==> config.mk <==
export PLATFORM = sky130hd
export DESIGN_NAME = modulator_scheduler_flat
export DESIGN_NICKNAME = d
export VERILOG_FILES = /design/src/rtl/modulator_scheduler_if.sv /design/src/rtl/modulator_scheduler.sv /design/src/flat_wrapper.sv
export SDC_FILE = /design/constraint.sdc
export NUM_CORES = 1
export LEC_CHECK = 0
export CAP_MARGIN = 20
export CORE_MARGIN = 5
export CORE_UTILIZATION = 24
export CTS_BUF_LIST = sky130_fd_sc_hd__clkbuf_2 sky130_fd_sc_hd__clkbuf_4 sky130_fd_sc_hd__clkbuf_8
export DETAILED_ROUTE_END_ITERATION = 8
export GPL_TIMING_DRIVEN = 1
export HOLD_SLACK_MARGIN = 0.15
export PLACE_DENSITY_LB_ADDON = 0.15
export SLEW_MARGIN = 40
export SYNTH_ARGS = -nofsm -noshare
export SYNTH_HDL_FRONTEND = slang
export SYNTH_SLANG_ARGS = --single-unit
==> constraint.sdc <==
create_clock -name clk -period 13.3 [get_ports clk]
set_input_delay 2.66 -clock clk [delete_from_list [all_inputs] [get_ports clk]]
set_output_delay 2.66 -clock clk [all_outputs]
set_load 0.03 [all_outputs]
==> src/rtl/modulator_scheduler_if.sv <==
// modulator_scheduler_if: config handshake bundle for the carrier scheduler
//   cfg_valid  - new config offered (master -> slave)
//   cfg_ready  - config can be accepted (slave -> master)
//   cfg_period - carrier half-period P (peak value)
//   cfg_phase  - phase step between successive carriers, in sawtooth counts
interface modulator_scheduler_if #(parameter int CNT_W = 10);
  logic             cfg_valid;
  logic             cfg_ready;
  logic [CNT_W-1:0] cfg_period;
  logic [CNT_W-1:0] cfg_phase;
  modport master(output cfg_valid, cfg_period, cfg_phase, input cfg_ready);
  modport slave(input cfg_valid, cfg_period, cfg_phase, output cfg_ready);
endinterface

==> src/rtl/modulator_scheduler.sv <==
// modulator_scheduler: phase-shifted triangle carriers, soft start and fault shutdown for NBR H-bridges
//   clk, rst  - clock, asynchronous active-low reset
//   cfg       - period/phase config handshake (slave side), applied at the carrier valley
//   en, fault - run request and external fault, both level-sensitive
//   carrier   - registered triangle value per bridge, bridge k at [k*CNT_W +: CNT_W]
//   bridge_en - per-bridge gate enable, set one by one at each carrier's valley
//   sync/peak - pulses aligned with carrier[0] at 0 and at P
//   state_o   - 00 IDLE, 01 RAMP, 10 RUN, 11 FAULT
module modulator_scheduler #(
  parameter int CNT_W = 10,
  parameter int NBR = 3
) (
  input  logic                   clk,
  input  logic                   rst,
  modulator_scheduler_if.slave   cfg,
  input  logic                   en,
  input  logic                   fault,
  output logic [NBR*CNT_W-1:0]   carrier,
  output logic [NBR-1:0]         bridge_en,
  output logic                   sync,
  output logic                   peak,
  output logic [1:0]             state_o
);
  typedef enum logic [1:0] {IDLE = 2'b00, RAMP = 2'b01, RUN = 2'b10, FAULT = 2'b11} state_t;
  localparam int SW = CNT_W + 1;
  localparam int IW = CNT_W + 1 + $clog2(NBR);
  state_t state, nxt;
  logic [CNT_W-1:0] p_a, ph_a, sh_p, sh_ph;
  logic sh_full;
  logic [SW-1:0] s, s_nxt, p2;
  logic run, run_nxt, both, wrap;
  logic [IW-1:0] idx [NBR];
  logic [CNT_W-1:0] tv [NBR];
  logic [NBR*CNT_W-1:0] car_nxt;
  logic [NBR-1:0] zero, be_nxt;
  assign p2 = {p_a, 1'b0};
  assign run = state == RAMP || state == RUN;
  assign run_nxt = nxt == RAMP || nxt == RUN;
  // carriers only advance when running both before and after the edge, so a stop wins over a wrap
  assign both = run && run_nxt;
  assign wrap = both && s == p2 - SW'(1);
  assign s_nxt = both ? (wrap ? '0 : s + SW'(1)) : '0;
  assign cfg.cfg_ready = !sh_full;
  assign state_o = state;
  always_comb begin
    nxt = state;
    if (fault) nxt = FAULT;
    else if (state == IDLE) nxt = (en && p_a != '0) ? RAMP : IDLE;
    else if (!en) nxt = IDLE;
    else if (state == RAMP && &bridge_en) nxt = RUN;
  end
  // index is s + k*PH folded back into one period; each fold removes at most one 2P
  always_comb begin
    car_nxt = '0;
    zero = '0;
    for (int k = 0; k < NBR; k++) begin
      idx[k] = IW'(s) + IW'(k) * IW'(ph_a);
      for (int j = 1; j < NBR; j++) idx[k] = idx[k] >= IW'(p2) ? idx[k] - IW'(p2) : idx[k];
      tv[k] = idx[k] <= IW'(p_a) ? idx[k][CNT_W-1:0] : CNT_W'(IW'(p2) - idx[k]);
      zero[k] = tv[k] == '0;
      car_nxt[k*CNT_W +: CNT_W] = both ? tv[k] : '0;
    end
  end
  // enables latch at the edge that presents each carrier's valley, so they rise with carrier_k = 0
  assign be_nxt = !run_nxt ? '0 : state == RAMP ? bridge_en | zero : bridge_en;
  always_ff @(posedge clk or negedge rst) begin
    if (!rst) begin
      state <= IDLE;
      s <= '0;
      p_a <= '0;
      ph_a <= '0;
      sh_p <= '0;
      sh_ph <= '0;
      sh_full <= 1'b0;
      carrier <= '0;
      bridge_en <= '0;
      sync <= 1'b0;
      peak <= 1'b0;
    end else begin
      state <= nxt;
      s <= s_nxt;
      carrier <= car_nxt;
      bridge_en <= be_nxt;
      sync <= both && s == '0;
      peak <= both && s == SW'(p_a);
      if (cfg.cfg_valid && cfg.cfg_ready) begin
        sh_p <= cfg.cfg_period;
        sh_ph <= cfg.cfg_phase;
        sh_full <= 1'b1;
      end else if (sh_full && (!run || wrap)) begin
        p_a <= sh_p;
        ph_a <= sh_ph;
        sh_full <= 1'b0;
      end
    end
  end
endmodule

==> src/flat_wrapper.sv <==
// flat-port wrapper written by rule: the top's interface ports become plain ports
module modulator_scheduler_flat 
#(
  parameter int CNT_W = 10,
  parameter int NBR = 3
)
  (clk, rst, en, fault, carrier, bridge_en, sync, peak, state_o, cfg_cfg_valid, cfg_cfg_period, cfg_cfg_phase, cfg_cfg_ready);
  modulator_scheduler_if #(.CNT_W(CNT_W)) cfg_i ();
  input  logic clk;
  input  logic rst;
  input  logic en;
  input  logic fault;
  output logic [NBR*CNT_W-1:0] carrier;
  output logic [NBR-1:0] bridge_en;
  output logic sync;
  output logic peak;
  output logic [1:0] state_o;
  input wire logic [$bits(cfg_i.cfg_valid)-1:0] cfg_cfg_valid;
  input wire logic [$bits(cfg_i.cfg_period)-1:0] cfg_cfg_period;
  input wire logic [$bits(cfg_i.cfg_phase)-1:0] cfg_cfg_phase;
  output wire logic [$bits(cfg_i.cfg_ready)-1:0] cfg_cfg_ready;
  assign cfg_i.cfg_valid = cfg_cfg_valid;
  assign cfg_i.cfg_period = cfg_cfg_period;
  assign cfg_i.cfg_phase = cfg_cfg_phase;
  assign cfg_cfg_ready = cfg_i.cfg_ready;
  modulator_scheduler #(.CNT_W(CNT_W), .NBR(NBR)) u_core (.clk(clk), .rst(rst), .cfg(cfg_i), .en(en), .fault(fault), .carrier(carrier), .bridge_en(bridge_en), .sync(sync), .peak(peak), .state_o(state_o));
endmodule
# Word level (Yosys, flattened, before mapping)
# Index checks and enable logic that the tools add are counted.
dict set report word_totals {
  reg_bits 89
  inputBits 25
  output_inout_bits 38
}
dict set report classes {
  order_cmp 9
  n_mux 23
  n_reduce_logical 22
  n_addsub 13
  n_eq_ne 7
  bitwise 2
}
# cell count
set ops {}
lappend ops {{$mux W13} 6}
lappend ops {{$mux W10} 6}
lappend ops {{$ge A13 B11 Y1} 3}
lappend ops {{$le A13 B10 Y1} 3}
lappend ops {{$sub A13 B11 Y13} 3}
lappend ops {{$logic_not A10 Y1} 3}
lappend ops {{$sub A10 B10 Y10} 3}
lappend ops {{$sub A12 B11 Y13} 2}
lappend ops {{$ge A12 B11 Y1} 2}
lappend ops {{$mux W11} 2}
lappend ops {{$add A11 B10 Y12} 1}
lappend ops {{$add A11 B11 Y12} 1}
lappend ops {{$sub A11 B11 Y12} 1}
lappend ops {{$add A11 B1 Y11 const B} 1}
lappend ops {{$eq A11 B10 Y1} 1}
lappend ops {{$eq A11 B11 Y1} 1}
lappend ops {{$ge A11 B11 Y1} 1}
lappend ops {{$logic_not A11 Y1} 1}
lappend ops {{$sub A11 B1 Y11 const B} 1}
lappend ops {{$reduce_bool A10 Y1} 1}
lappend ops {{$logic_and A1 B1 Y1} 8}
lappend ops {{$mux W2} 4}
lappend ops {{$mux W3} 2}
lappend ops {{$eq A2 B1 Y1 const B} 2}
lappend ops {{other kinds (11)} 17}

# Logic depth before layout (Yosys ltp)
# Gate-level depths: netlist of run 1.
dict set report logic_depth {
  ltp_word 14
  ltp_mapped 41
  mapped_depth_nobuf 38
}

# Worst setup path before layout of run 1
# Ideal clock, no wire load.
dict set report synth_timing {
  kind {register -> register}
  startpoint {register u_core.s[0]}
  endpoint {register u_core.bridge_en[1]}
  setup_ns 0.068
  path_buffers 3
  path_stages_with_launch 39
  slack_ns 5.058
  period_less_slack_ns 8.242
  arrival_ns 8.175
  path_cell_list {dfrtp_1 ha_1 fa_1 a21oi_1 o211ai_1 a31o_1 a21oi_2 xnor2_1 ha_1 clkbuf_1 nand4_1 nor4_1 inv_1 nand4_2 or2_4 buf_2 mux2_2 ha_1 [... 3 more ...] a21oi_1 o21ai_0 o2111a_1 nor3_1 clkbuf_1 mux2i_1 ha_1 nor2b_1 o21a_1 o21a_1 o21ai_0 a211oi_1 a2111oi_0 o21ai_0 a211oi_4 or3b_1 o41ai_1 a32o_1}
}
dict set report synth_between {
  elab_chain_len 11
  word_cells_on_any_way 14
  classes_between {add/sub (4); order compare (3); mux (5); bitwise (1); reduce/logical (1)}
}
# element line_no
set synth_lines {}
lappend synth_lines {{from (decl)} modulator_scheduler.sv:30} ;# logic [SW-1:0] s, s_nxt, p2;
lappend synth_lines {{from (signal assigned)} modulator_scheduler.sv:81} ;# s <= s_nxt;
lappend synth_lines {{$add A11 B10 Y12 (*)} modulator_scheduler.sv:57} ;# idx[k] = IW'(s) + IW'(k) * IW'(ph_a);
lappend synth_lines {{$sub A12 B11 Y13 / $ge A12 B11 Y1 (equally long branches)} modulator_scheduler.sv:58} ;# for (int j = 1; j < NBR; j++) idx[k] = idx[k] >= IW'(p2) ? idx[k] - IW'(p2) : idx[k];
lappend synth_lines {{$mux W13 (*)} modulator_scheduler.sv:58}
lappend synth_lines {{$sub A13 B11 Y13 / $ge A13 B11 Y1 (equally long branches)} modulator_scheduler.sv:58}
lappend synth_lines {{$mux W13 (*)} modulator_scheduler.sv:58}
lappend synth_lines {{$le A13 B10 Y1 / $sub A10 B10 Y10 (equally long branches)} modulator_scheduler.sv:59} ;# tv[k] = idx[k] <= IW'(p_a) ? idx[k][CNT_W-1:0] : CNT_W'(IW'(p2) - idx[k]);
lappend synth_lines {{$mux W10 (*)} modulator_scheduler.sv:59}
lappend synth_lines {{$logic_not A10 Y1 (*)} modulator_scheduler.sv:60} ;# zero[k] = tv[k] == '0;
lappend synth_lines {{$or A3 B3 Y3 (*)} modulator_scheduler.sv:65} ;# assign be_nxt = !run_nxt ? '0 : state == RAMP ? bridge_en | zero : bridge_en;
lappend synth_lines {{$mux W3 (*) (2 in series)} modulator_scheduler.sv:65}
lappend synth_lines {{to (signal assigned)} modulator_scheduler.sv:83} ;# bridge_en <= be_nxt;
lappend synth_lines {{to (decl)} modulator_scheduler.sv:19} ;# output logic [NBR-1:0] bridge_en,
# Every way passes the cells marked *; elsewhere a longest branch is shown, timed or not. The select of a mux whose other input is x is not followed.
# A chain may end at the register's enable or synchronous reset.

# Worst setup path after layout of run 1
dict set report layout_timing {
  startpoint {register u_core.s[1]}
  endpoint {register u_core.bridge_en[2]}
}
dict set report layout_between {
  elab_chain_len 11
  word_cells_on_any_way 14
  classes_between {add/sub (4); order compare (3); mux (5); bitwise (1); reduce/logical (1)}
}
# element line_no
set layout_lines {}
lappend layout_lines {{$add A11 B11 Y12 (*)} modulator_scheduler.sv:57}
lappend layout_lines {{$sub A12 B11 Y13 / $ge A12 B11 Y1 (equally long branches)} modulator_scheduler.sv:58}
lappend layout_lines {{$mux W13 (*)} modulator_scheduler.sv:58}
lappend layout_lines {{$sub A13 B11 Y13 / $ge A13 B11 Y1 (equally long branches)} modulator_scheduler.sv:58}
lappend layout_lines {{$mux W13 (*)} modulator_scheduler.sv:58}
lappend layout_lines {{$le A13 B10 Y1 / $sub A10 B10 Y10 (equally long branches)} modulator_scheduler.sv:59}
lappend layout_lines {{$mux W10 (*)} modulator_scheduler.sv:59}
lappend layout_lines {{$logic_not A10 Y1 (*)} modulator_scheduler.sv:60}
lappend layout_lines {{$or A3 B3 Y3 (*)} modulator_scheduler.sv:65}
lappend layout_lines {{$mux W3 (*) (2 in series)} modulator_scheduler.sv:65}
# Marks and branches as above.

==> results.md, run 1 <==
* Status: complete, no violations
* Slew Viols, Final at 0
* Worst-path clk slew at 0.11 ns
* Htree depth at 3
* RSZ-0062 raised after global routing: false
* Die area at 0.04729 sq mm
* Mapped Area at 0.01033 sq mm
* Vias at 9214
* Worst setup SP type: register
* Pre-antenna DRT Iters at 5
* CP Max Fanout at 18
* Critical path's most frequent cell: o21ai_0
* Clock Tree Root: clkbuf_8
* Starting Density at 24.14%
* Endpoints failing hold at 0
* Synth unique cells at 79
* Routed len/inst at 19.59 um
* Fin crit period at 9.340 ns
* Top-count cell post-synth: ha_1
* Initial drt markers at 438
* Slowest CP cell: or4b_2
* Initial antenna violation count at 1
* Later-pin clock latency in the skew report at 0.46 ns
* Post-cts sizing count at 0
* Setup violators final at 0
* Synthesized instance count at 1208
* Final nets at 1443
* Vias in the first global route at 9352
* Seq/Total Area, Yosys at 21.32%
* Largest net degree at the start of global routing at 63
* Worst Path Required at 13.66 ns
* Final worst clock skew at 0.02568 ns
* Final period utilization at 70.22%
* CP Class: register to register
* Clock sinks at 88
* FMAX at 107.1 MHz
* First-pass GRT wire length at 54800 um
* Chip Height at 217.5 um
* Post-synth net total at 1382
* Core ar. at 0.04279 sq mm
* Area contributors post-synth: dfrtp_1, ha_1, mux2_2
* Yosys top cell area share at 21.32%
* Syn avg cell area at 8.551 sq um
* Ant diodes at 0
* Number of buffers added on ports at 62
* Critical path arrival at 9.69 ns
* Largest stage delay, worst path at 0.68 ns
* Top_reg_cell synth: dfrtp_1
* Critical Path End Type: register
* Worst Hold Class: register to register
* Max cap viols at 0
* Max Root-Sink Buffers at 2
* RePlAce Congestion at 0.8339
* GR Util All Layers at 15.00%
* Max-slew headroom at 52.75%
* Area Overhead vs Synth at 15.00%
* IO Pins at 63
* # Post-CTS Setup Buffers at 0
* Die Wd at 217.5 um
* DRT Wirelength at 35650 um
* Grt ovf at 0
* Hold Crit Depth at 1
* Post-synth EDFFs at 0
* # rows at 76
* Drt drc at 0
* Post-synth top area cell: dfrtp_1
* ANT nets after route at 0
* CTS Buf Count at 9
* Synth warnings at 0
* Cts hold-fix bufs at 0
* Register bit total from synthesis at 88
* Post-synth ARST share at 100.0%
* Dpl hpwl at 27720 um
* Final TNS setup at 0 ns
* Layout cell share with drive strength beyond 1 at 10.75%
* FF-to-FF path depth at 33
* Most frequent cells after synthesis: ha_1, nor2_1, dfrtp_1
* Worst slew pin tran at 0.7061 ns
* Vias/cell at 5.063
* CTS tree: yes
==> cells in the final DEF, fill, tap and decap left out, drive strengths merged, types with 23 or more instances in the layout <==
cell / n
ha: 138
nor2: 111
dfrtp: 88
a21oi: 81
inv: 75
mux2: 72
xnor2: 69
nand2: 67
o21ai: 66
clkdlybuf4s50: 61
xor2: 41
a21o: 35
nor3: 33
nor2b: 27
nand3: 23
buf: 23
==> layer usage <==
layer	share of wire, %	vias to the layer above	global-route usage [%]
li1	-	4530	-
met5	0	-	0
met4	2.6	0	4.950
met2	50	167	26.60
met1	45	4472	18.86
met3	3.1	45	1.930
==> flip-flops by register name (all words and copies together) (netlist names), 2 cells and up <==
signal	flops
u_core.carrier	29
u_core.s	11
u_core.p_a	10
u_core.ph_a	10
u_core.sh_p	10
u_core.sh_ph	10
u_core.bridge_en	3
u_core.state_o	2
==> worst max-delay path, delay by kind of cell (launching register included) <==
| family | cells | cell delay, ns |
|---|---|---|
| fa+ha+maj | 5 | 1.93 |
| mux | 2 | 0.70 |
| compound gates | 18 | 3.92 |
| flops | 1 | 0.55 |
| simple gates | 6 | 1.77 |
| buf+inv | 2 | 0.36 |
==> path summary, 6_finish.rpt <==
| check | start | end | slack [ns] |
|---|---|---|---|
| max | u_core.s[1] | u_core.bridge_en[2] | 3.96 |
| min | u_core.sh_ph[9] | u_core.sh_ph[9] | 0.51 |
| max reg2reg | u_core.s[1] | u_core.bridge_en[2] | 3.96 |
| min reg2reg | u_core.sh_ph[9] | u_core.sh_ph[9] | 0.51 |
| max in group asynchronous | rst | u_core.sh_ph[8] | 10.24 |
| min in group asynchronous | rst | u_core.carrier[23] | 2.11 |
==> per-stage QoR <==
stage          cell area (sq um)  hold WS (ns)  utilization [%]  instances  setup slack (ns)
2_1_floorplan              10330        0.4729                -       1208             5.058
3_3_place_gp               11650        0.4886            27.23       1803             3.645
3_5_place_dp               11670        0.4925            27.27       1803             3.975
4_1_cts                    11870        0.5155            27.73       1819             3.885
5_1_grt                    11880        0.5300            27.76       1820             3.150
6_report                   11880        0.5111            27.76       1820             3.960
==> cell families after synthesis <==
kind of cell               synth area share, %
AOI/OAI and AO/OA                        19.49
DFF                                      21.32
buffers and inverters                    3.949
muxes                                    9.399
xor gates and xnor gates                 9.327
and+or+nand+nor                          17.67
adders and majority gates                18.85
==> area by class of cell <==
class	instances	area (sq um)
clock buffer	9	123.9
tap	546	683.2
multi-input combinational	1014	7736
timing repair buffer	84	790.8
clock inverter	7	72.57
inverter	72	270.3
sequential	88	2202
fill	4572	30910
Power of run 1 is left out: the tool's default activity adds up to more than one toggle a clock period on the data nets, which glitch-free logic cannot reach.
==> inputs of run 2 (changes only) <==
==> constraint.sdc (replaced) <==
create_clock -name clk -period 8.3 [get_ports clk]
set_input_delay 1.66 -clock clk [delete_from_list [all_inputs] [get_ports clk]]
set_output_delay 1.66 -clock clk [all_outputs]
set_load 0.03 [all_outputs]
==> run 2 against run 1 <==
Compared with the run above: flip-flop and latch count unchanged; core utilization is 1.2 points higher; register-to-register slack got worse by 3.5 ns; design area rose by 4.2%; critical endpoint is now u_core.bridge_en[1]; highest routed layer unchanged.
==> results.md, run 2 (synthesis results as in run 1) <==
* Status: complete, no violations
* Vias at 9382 (+1.8%)
* IO Pins at 63 (unchanged)
* Worst Hold Class: register to register
* Cts hold-fix bufs at 0 (unchanged)
* ANT nets after route at 0 (unchanged)
* Die area at 0.04729 sq mm (unchanged)
* Critical path arrival at 8.20 ns (-1.49 ns)
* Most frequent cells in the layout: ha_1, nor2_1, dfrtp_1
* Htree depth at 3 (unchanged)
* Bufs and invs on worst path at 1 (-1)
* Crit-path leading delay family: compound AO/OA/AOI/OAI gates
* R2r endpoint: u_core.bridge_en[1]
* Largest net degree at the start of global routing at 64 (+1.6%)
* Setup violators final at 0 (unchanged)
* Endpoints failing hold at 0 (unchanged)
* CTS tree: yes
* Worst-path clk slew at 0.14 ns (+0.03 ns)
* CTS Buf Count at 9 (unchanged)
* Later-pin clock latency in the skew report at 0.46 ns (about the same)
* Fin crit period at 7.826 ns (-1.514 ns)
* Clock Tree Root: clkbuf_8
* Most flop-heavy register: u_core.carrier
* Initial drt markers at 511 (+17%)
* Critical Path End Type: register
* Clock sinks at 88 (unchanged)
* Number of buffers added on ports at 62 (unchanged)
* Number of flip-flops in the largest register at 29 (unchanged)
* RePlAce Congestion at 0.8416 (+0.92%)
* Area Overhead vs Synth at 19.83%
* Reg2reg start: u_core.ph_a[1]
* CP Class: register to register
* Core ar. at 0.04279 sq mm (unchanged)
* Final hold slack at 0.5049 ns (-0.006232 ns)
* Pre-antenna DRT Iters at 5 (unchanged)
* DRT Wirelength at 36490 um (+2.4%)
* Vias in the first global route at 9439 (+0.93%)
* Grt ovf at 0 (unchanged)
* Hold Path End: u_core.p_a[1]
* Worst setup SP type: register
* FF-to-FF path depth at 31 (-6.1%)
* Max cap viols at 0 (unchanged)
* Final TNS setup at 0 ns (unchanged)
* Dpl cell area at 0.01200 sq mm (+2.8%)
* Vias/cell at 5.014 (-0.95%)
* Final period utilization at 94.28% (+24 points)
* First-pass GRT wire length at 55850 um (+1.9%)
* Hold Crit Depth at 1 (unchanged)
* Max Root-Sink Buffers at 2 (unchanged)
* Startpoint of the worst hold path: u_core.sh_p[1]
* Critical path's most frequent cell: ha_1
* Top flop regs: u_core.carrier (29), u_core.s (11)
* Drt drc at 0 (unchanged)
* Routed len/inst at 19.50 um (-0.43%)
* Max-slew headroom at 52.09% (-0.66 points)
* Slew Viols, Final at 0 (unchanged)
* Worst Path Required at 8.67 ns (-4.99 ns)
* Worst slew pin tran at 0.7160 ns (+0.009913 ns)
* Reg2Reg Setup Slack at 0.47 ns (-3.49 ns)
* Post-route cell area at 0.01238 sq mm (+4.2%)
* Slowest CP cell: dfrtp_1
* Chip Height at 217.5 um (unchanged)
* Die Wd at 217.5 um (unchanged)
* Layout cell share with drive strength beyond 1 at 16.39% (+5.6 points)
* Commonest non-fill, non-tap cell in the layout: ha_1
* Initial antenna violation count at 2 (+1)
* Final worst clock skew at 0.04240 ns (+0.01672 ns)
* Starting Density at 24.14% (unchanged)
* GR Util All Layers at 15.34% (+0.34 points)
* CP Max Fanout at 12 (-6)
* Dpl hpwl at 28960 um (+4.5%)
* Largest stage delay, worst path at 0.50 ns (-0.18 ns)
* # rows at 76 (unchanged)
* FMAX at 127.8 MHz (+19%)
* Final nets at 1493 (+3.5%)
## run 2: what timing repair did
item                       CTS  global route
setup buffers                1             5
setup endpoints to repair   10            20
gates resized for setup      5            34
pin swaps                    0             4
## run 2: metrics by stage
stage               util [%]  instances  setup slack [ns]
floorplan                  -       1208           0.05759
global placement       28.02       1848           -0.2405
detailed placement     28.04       1848           -0.1894
CTS                    28.53       1865           0.06204
global route           28.92       1870          -0.01262
finish                 28.93       1871            0.4745
## run 2: how the worst max path moves through the flow
stage | to | startpoint | cells after the start
floorplan | u_core.bridge_en[1] | u_core.s[0] | 38
global placement | u_core.carrier[29] | u_core.s[1] | 36
detailed placement | u_core.carrier[29] | u_core.s[1] | 36
CTS | u_core.bridge_en[2] | u_core.s[1] | 35
global route | u_core.bridge_en[2] | u_core.s[2] | 35
finish | u_core.bridge_en[1] | u_core.ph_a[1] | 31
## run 2: cell type report
| cell class | count | area (sq um) |
|---|---|---|
| clock inverter | 7 | 62.56 |
| timing repair buffer | 134 | 1174 |
| tap | 546 | 683.2 |
| fill | 4568 | 30410 |
| multi-input combinational | 1014 | 7859 |
| clock buffer | 9 | 123.9 |
| sequential | 88 | 2203 |
| antenna | 1 | 2.502 |
| inverter | 72 | 270.3 |
## run 2: metal layers
metal / track usage, % / wire length [um] / share of wire, % / up-vias
met3: 1.735 / 1108 / 3.0 / 41
li1: - / - / - / 4630
met5: 0 / 0 / 0 / -
met2: 26.77 / 17870 / 49 / 163
met4: 4.529 / 815 / 2.2 / 0
met1: 20.01 / 16700 / 46 / 4548
## run 2: worst reg2reg max path: cells and delay by family (launching register included)
family	cells	cell delay, ns
and+or+nand+nor	6	1.29
adders and majority gates	4	1.30
muxes	2	0.71
DFF	1	0.50
AOI/OAI and AO/OA	18	3.71
buffers and inverters	1	0.26
Power of run 2 is left out for the same reason.
==> inputs of run 3 (changes only) <==
--- a/config.mk
+++ b/config.mk
@@ -5,9 +5,10 @@
 export SDC_FILE = /design/constraint.sdc
 export NUM_CORES = 1
 export LEC_CHECK = 0
+export ABC_AREA = 0
 export CAP_MARGIN = 20
 export CORE_MARGIN = 5
-export CORE_UTILIZATION = 24
+export CORE_UTILIZATION = 57
 export CTS_BUF_LIST = sky130_fd_sc_hd__clkbuf_2 sky130_fd_sc_hd__clkbuf_4 sky130_fd_sc_hd__clkbuf_8
 export DETAILED_ROUTE_END_ITERATION = 8
 export GPL_TIMING_DRIVEN = 1
==> run 3 against run 2 <==
Compared with the run above: design area decreased by 4.8%; non-clock buffer count down 28; largest cell class unchanged; count of clock-buffer cells in the layout is the same; critical path type unchanged; critical endpoint is now u_core.bridge_en[2]; highest routed layer unchanged.
==> results.md, run 3 (synthesis results as in run 1) <==
* Status: complete, no violations
* Max-slew headroom at 50.99% (-1.1 points)
* Number of buffers added on ports at 62 (unchanged)
* Vias/cell at 6.225 (+24%)
* Dpl hpwl at 23210 um (-20%)
* Clock sinks at 88 (unchanged)
* Final worst clock skew at 0.02187 ns (-0.02053 ns)
* Die Wd at 144.6 um (-33%)
* Vias in the first global route at 9135 (-3.2%)
* Largest stage delay, worst path at 0.65 ns (+0.15 ns)
* Worst slew pin tran at 0.7352 ns (+0.01919 ns)
* Final TNS setup at 0 ns (unchanged)
* Setup violators final at 0 (unchanged)
* Worst Path Required at 8.61 ns (-0.06 ns)
* Htree depth at 3 (unchanged)
* Initial drt markers at 585 (+14%)
* CTS Buf Count at 9 (unchanged)
* Number of flip-flops in the largest register at 29 (unchanged)
* Startpoint of the worst hold path: u_core.sh_ph[3]
* Worst setup SP type: register
* Drt drc at 0 (unchanged)
* Worst-path clk slew at 0.10 ns (-0.04 ns)
* Vias at 9493 (+1.2%)
* FMAX at 127.9 MHz (+0.12%)
* Critical path arrival at 8.12 ns (-0.08 ns)
* Routed len/inst at 19.38 um (-0.61%)
* Final hold slack at 0.5090 ns (+0.004136 ns)
* Starting Density at 57.70% (+34 points)
* Slew Viols, Final at 0 (unchanged)
* Die area at 0.02091 sq mm (-56%)
* Slowest CP cell: or4b_2
* Max Root-Sink Buffers at 2 (unchanged)
* CP Max Fanout at 15 (+3)
* Grt ovf at 0 (unchanged)
* Critical path's most frequent cell: a21oi_2
* Initial antenna violation count at 0 (-2)
* Reg2Reg Setup Slack at 0.48 ns (about the same)
* DRT Wirelength at 29560 um (-19%)
* Hold Path End: u_core.ph_a[3]
* First-pass GRT wire length at 46420 um (-17%)
* Reg2reg start: u_core.s[1]
* Fin crit period at 7.816 ns (-0.009462 ns)
* Later-pin clock latency in the skew report at 0.40 ns (-0.06 ns)
* RePlAce Congestion at 0.9905 (+18%)
* CP Class: register to register
* Final Util at 65.80% (+37 points)
* FF-to-FF path depth at 31 (unchanged)
* Final nets at 1465 (-1.9%)
* Ant diodes at 0 (-1)
* Layout cell share with drive strength beyond 1 at 14.66% (-1.7 points)
* Commonest non-fill, non-tap cell in the layout: ha_1
* Hold Crit Depth at 1 (unchanged)
* Worst Hold Class: register to register
* Area Overhead vs Synth at 14.04%
* Most flop-heavy register: u_core.carrier
* Pre-antenna DRT Iters at 8 (+3)
* Most frequent cells in the layout: ha_1, nor2_1, dfrtp_1
* Chip Height at 144.6 um (-33%)
* Place WS at 0.1464 ns (+0.3358 ns)
* Endpoints failing hold at 0 (unchanged)
* R2r endpoint: u_core.bridge_en[2]
* Cts hold-fix bufs at 0 (unchanged)
* ANT nets after route at 0 (unchanged)
* GR Util All Layers at 28.32% (+13 points)
* Worst Slack Setup Final at 0.4840 ns (+0.009462 ns)
* Clock Tree Root: clkbuf_8
* Final period utilization at 94.17% (-0.11 points)
* Top flop regs: u_core.carrier (29), u_core.s (11)
* Largest net degree at the start of global routing at 57 (-11%)
* Max cap viols at 0 (unchanged)
* Critical Path End Type: register
* CTS tree: yes
* Core ar. at 0.01790 sq mm (-58%)
* # rows at 49 (-36%)
* IO Pins at 63 (unchanged)
==> run 3: changes by cell type in the layout (fill, tap and decap cells not counted), moves of 2 or more <==
| cell | change |
|---|---|
| fa_2 | +2 |
| buf_4 | -26 |
| o21ai_0 | +3 |
| buf_6 | -2 |
| inv_8 | +3 |
| nor2b_2 | -2 |
| fa_1 | -2 |
| o21ai_2 | -3 |
==> run 3: through the flow <==
step,instances,instance area (sq um)
2_1_floorplan,1208,10330
3_3_place_gp,1501,11370
3_5_place_dp,1501,11380
4_1_cts,1517,11570
5_1_grt,1525,11780
6_report,1525,11780
==> run 3: layout make-up <==
class | instances | area (sq um)
Clock buffer | 9 | 123.9
Clock inverter | 7 | 67.56
Fill cell | 1537 | 6122
Inverter | 72 | 270.3
Multi-Input combinational cell | 1014 | 7871
Sequential cell | 88 | 2205
Tap cell | 229 | 286.5
Timing Repair Buffer | 106 | 955.9
==> run 3: critical path, delay by kind of cell, from the launching register on <==
kind / cells / cell delay, ns
XOR/XNOR: 2 / 0.35
multiplexers: 3 / 0.75
adder cells (fa/ha/maj): 5 / 1.78
flip-flops: 1 / 0.45
AO/OA/AOI/OAI: 11 / 1.96
AND/OR/NAND/NOR: 7 / 1.91
buffers and inverters: 3 / 0.53
==> run 3: repair_timing <==
item,CTS,global route
buffers inserted,0,8
endpoints found under the setup margin,0,20
gates resized for setup,0,39
==> run 3: how the worst max path moves through the flow <==
stage | startpoint | end | slack, ns
6_report | u_core.s[1] | u_core.bridge_en[2] | 0.48
4_1_cts | u_core.s[1] | u_core.bridge_en[2] | 0.14
5_1_grt | u_core.s[1] | u_core.bridge_en[2] | -0.03
3_5_place_dp | u_core.s[1] | u_core.bridge_en[2] | 0.15
2_1_floorplan | u_core.s[0] | u_core.bridge_en[1] | 0.06
3_3_place_gp | u_core.s[1] | u_core.bridge_en[2] | 0.19
==> run 3: per-layer routing <==
layer	wire length (um)	share of wire (%)	track usage (%)
met4	1106	3.7	11.05
met3	1858	6.3	3.836
met1	12830	43	37.79
met2	13760	47	46.65
met5	0	0	0
Power of run 3 is left out for the same reason.
==> RTL edit 1, RTL diff (flow settings as in run 2) <==
Put one more register stage on the output `sync`, with the module's reset. The value now appears one clock later. The other outputs are not delayed to match.
--- a/src/rtl/modulator_scheduler.sv
+++ b/src/rtl/modulator_scheduler.sv
@@ -24,6 +24,8 @@
   typedef enum logic [1:0] {IDLE = 2'b00, RAMP = 2'b01, RUN = 2'b10, FAULT = 2'b11} state_t;
   localparam int SW = CNT_W + 1;
   localparam int IW = CNT_W + 1 + $clog2(NBR);
+
+  logic sync_s0;
   state_t state, nxt;
   logic [CNT_W-1:0] p_a, ph_a, sh_p, sh_ph;
   logic sh_full;
@@ -74,14 +76,14 @@
       sh_full <= 1'b0;
       carrier <= '0;
       bridge_en <= '0;
-      sync <= 1'b0;
+      sync_s0 <= 1'b0;
       peak <= 1'b0;
     end else begin
       state <= nxt;
       s <= s_nxt;
       carrier <= car_nxt;
       bridge_en <= be_nxt;
-      sync <= both && s == '0;
+      sync_s0 <= both && s == '0;
       peak <= both && s == SW'(p_a);
       if (cfg.cfg_valid && cfg.cfg_ready) begin
         sh_p <= cfg.cfg_period;
@@ -94,5 +96,13 @@
       end
     end
   end
+  always_ff @(posedge clk or negedge rst) begin
+    if (!rst) begin
+      sync <= '0;
+    end else begin
+      sync <= sync_s0;
+    end
+  end
+
 endmodule
 
Behaviour: not the same (Yosys sat finds a counterexample within 10 cycles, from zero or initial values and one cycle with rst low).
==> RTL edit 1 against run 2 <==
  * Final area is 0.90% higher
  * Wire length fell by 2.9%
  * Highest routed layer unchanged
  * Setup slack worse by 12 ps
  * Area after synthesis rose by 0.24%
  * Maximum frequency decreased by 0.15%
  * Critical path type unchanged
  * Sequential cell count rose by 1
Power is left out: the tool's default activity adds up to more than one toggle a clock period on the data nets, which glitch-free logic cannot reach.
==> RTL edit 1: results (changes against run 2) <==
[status]
status = completed  ; unchanged

[synth]
ys_warn_count = 0  ; unchanged
synth_commonest_cells = ha_1, nor2_1, dfrtp_1  ; unchanged
synth_top_flop_cell = dfrtp_1  ; unchanged
yosysSeqAreaShare_pct = 21.5  ; was 21.3%
synthTopCellsByArea = dfrtp_1, ha_1, mux2_2  ; unchanged
synth.distinct_cells = 79  ; unchanged
syn_nets = 1383  ; was 1382

[detailed_routing]
num_vias = 9307  ; was 9382
wirelength_mm = 35.4  ; was 36.5 mm
drt_iter0_markers = 432  ; was 511

[final_layout]
drive_above_1_share_pct = 16.4  ; about the same
num-nets-final = 1501  ; was 1493
reg_top3 = u_core.carrier x29, u_core.s x11  ; unchanged
antenna_cells = 0  ; was 1

[cts]
root_buffer = clkbuf_8  ; unchanged
cts-buffers-inserted = 9  ; unchanged
clock_latency_ps = 430  ; was 460 ps
clk_pin_slew_ps = 120  ; was 140 ps

[critical_path]
cpMaxStageDelayCell = dfrtp_1  ; unchanged
crit_fanout = 8  ; was 12
worstSetupPathType = flop to flop  ; unchanged
reg2reg_to = u_core.bridge_en[1]$_DFFE_PN0P_  ; unchanged
rr_worst_depth = 36  ; was 31
r2r_slack_ps = 460
cpPeakStageDelay_ps = 430  ; was 500 ps
r2r_start = u_core.ph_a[0]$_DFFE_PN0P_  ; was u_core.ph_a[1]$_DFFE_PN0P_
critPathArrivalTime_ps = 8190  ; was 8200 ps
path_delay_family = compound AO/OA/AOI/OAI gates  ; unchanged

[placement]
gp_congestion = 0.855  ; was 0.842
port_buffers = 62  ; unchanged
dp_hpwl_mm = 28.3  ; was 29.0 mm

[grt]
grt_pass1_wl_mm = 55.0  ; was 55.8 mm
first_global_vias = 9507  ; was 9439
antenna_found_initial = 0  ; was 2
track_usage_pct = 14.9  ; was 15.3%
grt_max_degree = 65  ; was 64

[sta]
fin_skew_ps = 24.4  ; was 42.4 ps
maxSlewHeadroom_pct = 51.3  ; was 52.1%

[min_path]
hold_class = flop to flop  ; unchanged

==> RTL edit 1: repair_timing <==
action,4_1_cts,5_1_grt
resized for setup,0,34
setup endpoints to repair,0,20
buffers inserted,0,11
==> RTL edit 1: through the flow <==
step | area, sq um | instances | setup WS (ps) | utilization (%) | hold slack (ps)
after detailed placement | 12100 | 1890 | 97.0 | 28.2 | 341
after global routing | 12500 | 1917 | -9.68 | 29.1 | 376
after global placement | 12100 | 1890 | 196 | 28.2 | 336
after CTS | 12300 | 1906 | 76.8 | 28.6 | 362
after floorplan | 10400 | 1209 | 57.6 | - | 331
final | 12500 | 1917 | 463 | 29.1 | 358
==> RTL edit 1: cells by family after synthesis <==
logic type	synth area share, %
AOI/OAI and AO/OA	19.4
muxes	9.38
DFF	21.5
and+or+nand+nor	17.6
xor gates and xnor gates	9.30
buffers and inverters	3.94
adders and majority gates	18.8
==> RTL edit 1: final cells by class <==
class / instances / area, sq um
sequential: 89 / 2230
multi-input combinational: 1014 / 7840
clock buffer: 9 / 124
timing repair buffer: 141 / 1230
tap: 585 / 732
clock inverter: 7 / 65.1
fill: 4588 / 30400
inverter: 72 / 270
==> RTL edit 1: worst min-delay path by stage <==
stage | startpoint | endpoint | slack (ps) | cells after the start
after floorplan | u_core.sync_s0$_DFF_PN0_ | u_core.sync$_DFF_PN0_ | 330 | 0
after global placement | u_core.sync_s0$_DFF_PN0_ | u_core.sync$_DFF_PN0_ | 340 | 0
after detailed placement | u_core.sync_s0$_DFF_PN0_ | u_core.sync$_DFF_PN0_ | 340 | 0
after CTS | u_core.sync_s0$_DFF_PN0_ | u_core.sync$_DFF_PN0_ | 360 | 0
after global routing | u_core.sync_s0$_DFF_PN0_ | u_core.sync$_DFF_PN0_ | 380 | 0
final | u_core.sync_s0$_DFF_PN0_ | u_core.sync$_DFF_PN0_ | 360 | 0
==> RTL edit 1: metal layers <==
layer,share of wire [%],global-route usage [%]
met1,46,19.0
met2,50,26.3
met3,2.2,1.67
met4,2.3,4.53
met5,0,0
==> RTL edit 2, RTL diff (flow settings as in run 2) <==
Without the edit above. `NBR` is set to 3 in 2 places; all go to 2.
--- a/src/rtl/modulator_scheduler.sv
+++ b/src/rtl/modulator_scheduler.sv
@@ -8,7 +8,7 @@
 //   state_o   - 00 IDLE, 01 RAMP, 10 RUN, 11 FAULT
 module modulator_scheduler #(
   parameter int CNT_W = 10,
-  parameter int NBR = 3
+  parameter int NBR = 2
 ) (
   input  logic                   clk,
   input  logic                   rst,
--- a/src/flat_wrapper.sv
+++ b/src/flat_wrapper.sv
@@ -2,7 +2,7 @@
 module modulator_scheduler_flat 
 #(
   parameter int CNT_W = 10,
-  parameter int NBR = 3
+  parameter int NBR = 2
 )
   (clk, rst, en, fault, carrier, bridge_en, sync, peak, state_o, cfg_cfg_valid, cfg_cfg_period, cfg_cfg_phase, cfg_cfg_ready);
   modulator_scheduler_if #(.CNT_W(CNT_W)) cfg_i ();
Ports: changed (resized bridge_en and carrier); port bits go from 63 to 52. The function was not compared with the original's and may differ.
==> RTL edit 2 against run 2 <==
  * Critical path type unchanged
  * Sequential cell count decreased by 10
  * Highest routed layer unchanged
  * Clock skew decreased by 33 ps
  * First-iteration DRC count decreased by 50%
  * Synthesized cell count decreased by 40%
  * Setup slack improved by 1600 ps
  * Final area decreased by 36%
  * Area after synthesis decreased by 35%
  * Wire length decreased by 44%
==> RTL edit 2: results (changes against run 2) <==
[status]
status = completed  ; unchanged

[detailed_routing]
drt_iter0_markers = 257  ; was 511
wirelength_mm = 20.5  ; was 36.5 mm
num_vias = 5478  ; was 9382

[synth]
synthTopCellsByArea = dfrtp_1, ha_1, mux2_2  ; unchanged
syn_nets = 830  ; was 1382
synth_commonest_cells = dfrtp_1, ha_1, nor2_1  ; was ha_1, nor2_1, dfrtp_1
yosysSeqAreaShare_pct = 29.0  ; was 21.3%

[critical_path]
r2r_start = u_core.s[0]$_DFF_PN0_  ; was u_core.ph_a[1]$_DFFE_PN0P_
rr_worst_depth = 23  ; was 31
crit_path_start = u_core.s[0]$_DFF_PN0_  ; was u_core.ph_a[1]$_DFFE_PN0P_
critPathArrivalTime_ps = 6480  ; was 8200 ps

[power]
power_w = 0.00350

[placement]
placed_cell_area_sq_um = 7650  ; was 12000 sq um
dp_hpwl_mm = 15.6  ; was 29.0 mm
port_buffers = 51  ; was 62
dp_slack_ps = 2170  ; was -189 ps
dp_cells = 1138  ; was 1848

[cts]
clock_latency_ps = 370  ; was 460 ps
cts_resized = 0  ; was 5
cts_setup_buffers = 0  ; was 1

[grt]
met1_usage_pct = 19.3  ; was 20.0%
grt_max_degree = 79  ; was 64
track_usage_pct = 13.2  ; was 15.3%
grt_pass1_wl_mm = 32.0  ; was 55.8 mm
antenna_found_initial = 0  ; was 2
met2_usage_pct = 20.0  ; was 26.8%
grt.met3_usage_pct = 2.45  ; was 1.74%

[final_layout]
fill_cells = 2978  ; was 4568
seq_area_sq_um = 1950  ; was 2200 sq um
fin_cells = 1154  ; was 1871

[sta]
holdWs_ps = 494  ; was 505 ps
finalCritPeriodShare_pct = 74.9  ; was 94.3%
worst_slew_pin_slew_ps = 739  ; was 716 ps

[min_path]
holdPathEnd = u_core.ph_a[2]$_DFFE_PN0P_  ; was u_core.p_a[1]$_DFFE_PN0P_
hp-start = u_core.sh_ph[2]$_DFFE_PN0P_  ; was u_core.sh_p[1]$_DFFE_PN0P_

==> RTL edit 2: cell families after synthesis <==
| kind of cell | Yosys count | share of synthesized area (%) |
|---|---|---|
| AO/OA/AOI/OAI | 155 | 16.4 |
| XOR/XNOR | 62 | 8.08 |
| adder cells (fa/ha/maj) | 76 | 14.7 |
| buffers and inverters | 73 | 4.41 |
| flip-flops | 78 | 29.0 |
| multiplexers | 62 | 10.3 |
| AND/OR/NAND/NOR | 223 | 17.1 |
==> RTL edit 2: per-layer routing <==
layer	routed length (um)	part of all wire (%)
met5	0	0
met4	361	1.8
met3	782	3.8
met2	8840	43
met1	10600	51
==> RTL edit 2: final cells by class <==
type,count,area share [%]
flip-flops and latches,78,24.8
well taps,378,6.01
multi-input cells,578,56.9
repair buffers,59,7.29
clock inverters,7,1.24
inverters,45,2.15
clock buffers,9,1.57
